===== config.mk =====
export PLATFORM = sky130hd
export DESIGN_NAME = rr_arb16
export DESIGN_NICKNAME = d
export VERILOG_FILES = /design/src/rtl/rr_arb16.sv
export SDC_FILE = /design/constraint.sdc
export NUM_CORES = 1
export LEC_CHECK = 0
export BUFFER_PORTS_ARGS = -buffer_cell sky130_fd_sc_hd__buf_2
export CORE_MARGIN = 2
export CORE_UTILIZATION = 59
export DETAILED_ROUTE_END_ITERATION = 12
export PLACE_DENSITY = 0.9
export SYNTH_ARGS = -nofsm -noshare
export SYNTH_HDL_FRONTEND = slang
export SYNTH_SLANG_ARGS = --single-unit

===== constraint.sdc =====
create_clock -name clk -period 13.7 [get_ports clk]
set_input_delay 0.685 -clock clk [delete_from_list [all_inputs] [get_ports clk]]
set_output_delay 0.685 -clock clk [all_outputs]
set_load 0.1 [all_outputs]

===== src/rtl/rr_arb16.sv =====
`default_nettype none
// ============================================================================
// Module      : rr_arb16
// Description : Registered 16-requester round-robin arbiter with hold-until-
//               release grants, abandon detection and an optional timeout.
// Revision    : 1.0 - initial release
// ============================================================================
module rr_arb16 #(
    parameter int TIMEOUT = 0
) (
    input  logic        clk,
    input  logic        rst_n,
    input  logic [15:0] req,
    input  logic        rel,
    output logic [15:0] gnt,
    output logic [3:0]  gnt_id,
    output logic        gnt_vld,
    output logic        to_err
);

    typedef enum logic [0:0] {
        IDLE  = 1'b0,
        GRANT = 1'b1
    } state_t;

    // Last cycle index of a grant; only meaningful when TIMEOUT is non-zero.
    localparam logic [7:0] c_TO_LAST = (TIMEOUT == 0) ? 8'd0 : 8'(TIMEOUT - 1);
    localparam bit         c_TO_EN   = (TIMEOUT != 0);

    state_t      r_state;
    logic [3:0]  r_ptr;
    logic [7:0]  r_cnt;
    logic [15:0] r_gnt;
    logic [3:0]  r_gnt_id;
    logic        r_gnt_vld;
    logic        r_to_err;

    state_t      w_state_nxt;
    logic [3:0]  w_ptr_nxt;
    logic [7:0]  w_cnt_nxt;
    logic [15:0] w_gnt_nxt;
    logic [3:0]  w_gnt_id_nxt;
    logic        w_gnt_vld_nxt;
    logic        w_to_err_nxt;

    logic        w_owner_req;
    logic        w_to_hit;
    logic        w_end;
    logic [15:0] w_sel_req;
    logic [3:0]  w_base;
    logic [3:0]  w_idx;
    logic [3:0]  w_win;
    logic        w_any;

    // End-of-grant conditions for the current owner.
    always_comb begin
        w_owner_req = req[r_gnt_id];
        w_to_hit    = c_TO_EN && (r_cnt == c_TO_LAST);
        w_end       = rel || !w_owner_req || w_to_hit;
    end

    // Candidate set and search start. During a grant the search always begins
    // just after the owner, which is exactly the pointer value being written.
    // An owner that did not release voluntarily is kept out of the re-run.
    always_comb begin
        w_sel_req = req;
        w_base    = r_ptr;
        if (r_state == GRANT) begin
            w_base = r_gnt_id + 4'd1;
            if (!rel) begin
                w_sel_req = req & ~r_gnt;
            end
        end
    end

    // Rotating priority search: first set bit at or after w_base, mod 16.
    always_comb begin
        w_any = 1'b0;
        w_win = 4'd0;
        w_idx = 4'd0;
        for (int i = 0; i < 16; i++) begin
            w_idx = w_base + 4'(i);
            if (!w_any && w_sel_req[w_idx]) begin
                w_any = 1'b1;
                w_win = w_idx;
            end
        end
    end

    // Next-state and next-output logic.
    always_comb begin
        w_state_nxt   = r_state;
        w_ptr_nxt     = r_ptr;
        w_cnt_nxt     = r_cnt;
        w_gnt_nxt     = r_gnt;
        w_gnt_id_nxt  = r_gnt_id;
        w_gnt_vld_nxt = r_gnt_vld;
        w_to_err_nxt  = 1'b0;

        case (r_state)
            IDLE: begin
                if (w_any) begin
                    w_state_nxt   = GRANT;
                    w_gnt_nxt     = 16'h0001 << w_win;
                    w_gnt_id_nxt  = w_win;
                    w_gnt_vld_nxt = 1'b1;
                    w_cnt_nxt     = 8'd0;
                end
            end

            GRANT: begin
                if (w_end) begin
                    w_ptr_nxt    = r_gnt_id + 4'd1;
                    // Only a forced end with the owner still requesting is an error.
                    w_to_err_nxt = !rel && w_owner_req;
                    w_cnt_nxt    = 8'd0;
                    if (w_any) begin
                        w_gnt_nxt     = 16'h0001 << w_win;
                        w_gnt_id_nxt  = w_win;
                        w_gnt_vld_nxt = 1'b1;
                    end else begin
                        w_state_nxt   = IDLE;
                        w_gnt_nxt     = 16'h0000;
                        w_gnt_id_nxt  = 4'd0;
                        w_gnt_vld_nxt = 1'b0;
                    end
                end else begin
                    w_cnt_nxt = r_cnt + 8'd1;
                end
            end

            default: begin
                w_state_nxt   = IDLE;
                w_gnt_nxt     = 16'h0000;
                w_gnt_id_nxt  = 4'd0;
                w_gnt_vld_nxt = 1'b0;
                w_cnt_nxt     = 8'd0;
            end
        endcase
    end

    always_ff @(posedge clk) begin
        if (!rst_n) begin
            r_state   <= IDLE;
            r_ptr     <= 4'd0;
            r_cnt     <= 8'd0;
            r_gnt     <= 16'h0000;
            r_gnt_id  <= 4'd0;
            r_gnt_vld <= 1'b0;
            r_to_err  <= 1'b0;
        end else begin
            r_state   <= w_state_nxt;
            r_ptr     <= w_ptr_nxt;
            r_cnt     <= w_cnt_nxt;
            r_gnt     <= w_gnt_nxt;
            r_gnt_id  <= w_gnt_id_nxt;
            r_gnt_vld <= w_gnt_vld_nxt;
            r_to_err  <= w_to_err_nxt;
        end
    end

    assign gnt     = r_gnt;
    assign gnt_id  = r_gnt_id;
    assign gnt_vld = r_gnt_vld;
    assign to_err  = r_to_err;

endmodule
`default_nettype wire

## After elaboration in Yosys (flattened, before gate mapping)

Index checks and enable logic that the tools add are counted.

| word-level totals | value |
|---|---|
| flip-flop bits (word level) | 27 |
| output and inout port bits | 22 |
| word-level logic and storage cells | 165 |

| operators by class | value |
|---|---|
| add/subtract/negate cells | 16 |
| reduce and logical (&&, ||, !) cells | 37 |
| shift operators | 1 |
| magnitude comparators | 17 |
| bitwise operators | 3 |
| equal/unequal tests | 2 |
| mux-type cells | 83 |

Operators by type and width:

| kind | count |
|---|---|
| $lt A4 B5 Y1 const B | 17 |
| $mux W16 | 5 |
| $mux W4 | 20 |
| $bmux W1 S4 | 17 |
| $mux W1 | 37 |
| $add A4 B4 Y4 const B | 8 |
| $pmux W16 S2 | 1 |
| $logic_not A1 Y1 | 17 |
| $add A4 B3 Y4 const B | 4 |
| $and A16 B16 Y16 | 1 |
| $logic_and A1 B1 Y1 | 16 |
| $not A16 Y16 | 1 |
| $shl A1 B4 Y16 const A | 1 |
| $add A4 B1 Y4 const B | 2 |
| $add A4 B2 Y4 const B | 2 |
| $pmux W4 S2 | 1 |
| $pmux W1 S2 | 2 |
| $reduce_and A2 Y1 | 2 |
| $reduce_and A3 Y1 | 1 |
| $ne A2 B1 Y1 const B | 1 |
| $ne A2 B2 Y1 const B | 1 |
| $logic_or A1 B1 Y1 | 1 |
| $not A1 Y1 | 1 |

## Logic depth before layout (Yosys ltp)

| logic depth | value |
|---|---|
| depth in word-level cells | 56 |
| gate-level depth with buffers | 21 |
| gate-level depth less buffers | 15 |

## Least setup slack after synthesis

Ideal clock, no wire load.

| timing | value |
|---|---|
| kind | reg-to-reg |
| start | register r_gnt_id[1] (netlist: gnt_id[1]) |
| end | register r_gnt[11] (netlist: gnt[11]) |
| path slack | 8.094 ns |
| arrival | 5.488 ns |
| stages on the path, launching flop included | 18 |
| buffers on the path | 4 |
| setup time | 0.118 ns |
| clock period less this slack | 5.606 ns |
| cell sequence | dfxtp_1 -> ha_1 -> mux2i_1 -> buf_2 -> buf_2 -> ha_1 -> clkinv_1 -> mux4_2 -> mux4_2 -> and3b_1 -> and3_1 -> buf_2 -> a311o_1 -> nor3b_1 -> a211o_1 -> buf_4 -> and3_1 -> a22o_1 |

| on the way | value |
|---|---|
| cells in the longest elaborated chain, start to end | 54 |
| elaborated cells on any way between the ends | 123 |
| classes of those cells | add/sub (16); eq/ne (2); shift (1); mux (71); reduce/logical (33) |

Ends and longest elaborated chain:

| item | RTL line | source |
|---|---|---|
| start: declaration | 34 | `logic [3:0] r_gnt_id;` |
| start signal: assignment | 156 | `r_gnt_id <= w_gnt_id_nxt;` |
| parallel branches: the longest is 54 deep, another holds $add A4 B1 Y4 | -- |  |
| end signal: assignment | 155 | `r_gnt <= w_gnt_nxt;` |
| end: declaration | 33 | `logic [15:0] r_gnt;` |

Several ways; the timed one is not identified. The select of a mux whose other input is x is not followed.
A chain may end at the register's enable or synchronous reset.

## Worst setup path in the final report

| timing | value |
|---|---|
| start | register r_state |
| end | register r_gnt[14] (netlist: gnt[14]) |

| on the way | value |
|---|---|
| cells in the longest elaborated chain, start to end | 53 |
| elaborated cells on any way between the ends | 120 |
| classes of those cells | add/sub (15); eq/ne (2); shift (1); mux (70); bitwise (1); reduce/logical (31) |

Ends and longest elaborated chain:

| item | RTL line | source |
|---|---|---|
| start: declaration | 30 | `state_t r_state;` |
| start signal: assignment | 152 | `r_state <= w_state_nxt;` |
| parallel branches: the longest is 53 deep, another holds $add A4 B1 Y4 | -- |  |

Several ways; the timed one is not identified. The select of a mux whose other input is x is not followed.

==> run metrics <==
status=completed; Via density=7.48; min cycle time layout=6760 ps; CTS buffer count=3; Hold Startpoint=gnt[15]$_SDFFE_PN0P_; Die X=85.6 um; Critical Path Max Stage Delay=940 ps; DR WL/cell=22.8 um; R2R Path End=gnt[14]$_SDFFE_PN0P_; Routed Wire Length=12800 um; worst r2r path cells=14; Vias=4186; area added between synthesis and finish=5.25%; worst path cell trace=nor2b_4 -> nor2_8 -> ha_1 -> clkinv_1 -> o2111ai_1 -> nand4_1 -> mux4_2 -> or3_4 -> nor4_4 -> nand3_2 -> o21ai_1 -> and3_1 -> nand2_1 -> o21ai_1; Final Core Density=64.8%; largest net degree at the start of global routing=34; synth cell count leaders=45 x nand2_1, 35 x mux2i_1, 32 x o2111ai_1; Post-DRT Antenna Nets=0; crit path DAT=6970 ps; Site Rows=29; Avg Inst Size Synth=8.42 um2; Synthesis Warnings=0; R2R setup slack=6940 ps; Post-CTS Setup Repair Bufs=0; clk sink count=27; CP Capture Type=flip-flop; dpl cells=556; H-tree levels=1; vias in the first global route=3866; fin crit share=49.3%; CP Class=reg -> reg; Netlist Area Pre-Place=3930 um2; Crit Reg-Reg Startpoint=r_state$_SDFF_PN0_; Hold Crit Class=reg -> reg; Most Frequent Cell on Critical Path=o21ai_1; first-pass GRT wire length=20400 um; Crit Path Max Fanout=27; Main synth FF type=dfxtp_1; leading area contributor after synthesis=dfxtp_1; CP top delay family=simple AND/OR/NAND/NOR gates; die area=7330 um2; Buf+Inv Stages, Crit Path=1; Mapped Cells=467; clock tree buffer depth=2; endpoints failing hold=0; PortBufs=40; CTS tree=yes; Post-DP HPWL=9770 um; initial antenna violation count=0; Setup TNS=0 ps; Hold Path Sink=gnt[15]$_SDFFE_PN0P_; Crit-path slowest cell=dfxtp_1; fmax=0.148 GHz; post-CTS resize count=0; Yosys cell types=78; Clock Pin Slew Worst Setup and Hold Paths=90 ps; Hold Buf Count CTS=0; most area-consuming cells after synthesis=dfxtp_1 14%, mux4_2 11%, mux2i_1 8.9%; routability cong.=0.979; required time worst endpoint=13910 ps; Worst-Skew Late Latency=280 ps; Initial Utilization=61.6%; worst slew pin tran=922 ps; max-cap violations=0; DRT iter0 DRCs=454; number of synthesized flops with an enable pin=0; fin cells=560; number of diodes=0; Die Y=85.6 um; synthesized net count=494; layout cell share with drive strength beyond 1=22.4%; synthesized flop and latch total=27; Final Skew=2.43 ps; Core Footprint=6390 um2; Startpoint Class=flip-flop; RSZ-0062 raised after global routing=false; CTS Root Cell=clkbuf_8; # IOs=41; Fillers=574; Worst Hold Depth=2; count leader, synth=nand2_1; Layout Nets=511; grt ovf=0; Synth top area share=13.7%; Slew Viols, Final=0; Seq/Total Area, Yosys=13.7%; Total GRT Usage=34.9%; TritonRoute pass-1 iters=6; Worst slew margin=38.5%; final setup violation count=0; FFs w/ async S/R, synth=0%; Post-route DRC=0
## logic make-up (layout without fill, tap and decap cells)
| kind of cell | count (synthesis) | count (layout) | share of synthesized area, % |
|---|---|---|---|
| AOI/OAI and AO/OA | 134 | 134 | 25.0 |
| DFF | 27 | 27 | 13.7 |
| and+or+nand+nor | 172 | 172 | 25.5 |
| buffers and inverters | 46 | 62 | 6.02 |
| muxes | 68 | 68 | 24.2 |
| adders and majority gates | 8 | 8 | 2.55 |
| xor gates and xnor gates | 11 | 11 | 3.02 |
| other | 1 | 1 | 0.0954 |
## stage by stage
step / worst slack, ps / hold WS (ps) / area [um2]
6_report: 6940 / 468 / 4140
5_1_grt: 6460 / 491 / 4140
4_1_cts: 7070 / 470 / 4140
3_5_place_dp: 7130 / 457 / 4090
3_3_place_gp: 7400 / 452 / 4090
2_1_floorplan: 8090 / 463 / 3930
## routing by layer
layer / track usage [%] / part of all wire [%] / vias up / wire length [um]
met5: 0 / 0 / - / 0
met4: 10.2 / 2.8 / 0 / 359
met3: 6.06 / 10 / 40 / 1320
met2: 54.0 / 45 / 279 / 5740
met1: 49.8 / 42 / 1993 / 5370
li1: - / - / 1874 / -
## worst min-delay path: cells and delay by family (launching register included)
kind,cells,cell delay [ps]
AOI/OAI and AO/OA,1,50
DFF,1,330
and+or+nand+nor,1,50
## layout by cell type (no fill, tap or decap), types with 4 or more instances in the layout
cell type / n
inv_1: 8
xnor2_1: 6
nand3b_1: 18
o21ai_0: 24
ha_1: 8
o31ai_1: 6
and3_1: 6
o2111ai_1: 32
nand3_1: 20
nand4_1: 9
dfxtp_1: 27
a21oi_1: 22
buf_2: 40
a211o_1: 4
a22o_1: 7
buf_4: 5
o21ai_1: 4
mux2i_1: 33
or2_2: 4
nor2_1: 26
nor3_1: 7
nand2b_1: 6
mux2_2: 10
nand2_1: 45
mux4_2: 20
## area by class of cell
cell class | instances | area (um2) | share of cell area [%]
sequential | 27 | 541 | 13.1
tap | 77 | 96.3 | 2.33
clock buffer | 3 | 41.3 | 0.998
inverter | 13 | 51.3 | 1.24
multi-input combinational | 394 | 3160 | 76.4
clock inverter | 1 | 8.76 | 0.212
timing repair buffer | 45 | 238 | 5.75
## worst max path at each step
stage                                      start              endpoint  depth (start not counted)  slack (ps)
after CTS                     r_state$_SDFF_PN0_  gnt[14]$_SDFFE_PN0P_                         14        7070
after global placement        r_state$_SDFF_PN0_  gnt[13]$_SDFFE_PN0P_                         14        7400
final                         r_state$_SDFF_PN0_  gnt[14]$_SDFFE_PN0P_                         14        6940
after global routing          r_state$_SDFF_PN0_  gnt[14]$_SDFFE_PN0P_                         15        6460
after floorplan           gnt_id[1]$_SDFFE_PN0P_  gnt[11]$_SDFFE_PN0P_                         17        8090
after detailed placement      r_state$_SDFF_PN0_  gnt[13]$_SDFFE_PN0P_                         14        7130
## flip-flops by register name, indices dropped and copies added, names as in the netlist
| signal | flops |
|---|---|
| r_ptr | 4 |
| to_err | 1 |
| gnt | 16 |
| r_state | 1 |
| gnt_vld | 1 |
| gnt_id | 4 |
Power is not shown: default switching activity piles up to over one toggle a cycle in this logic, so the estimate is an artifact.
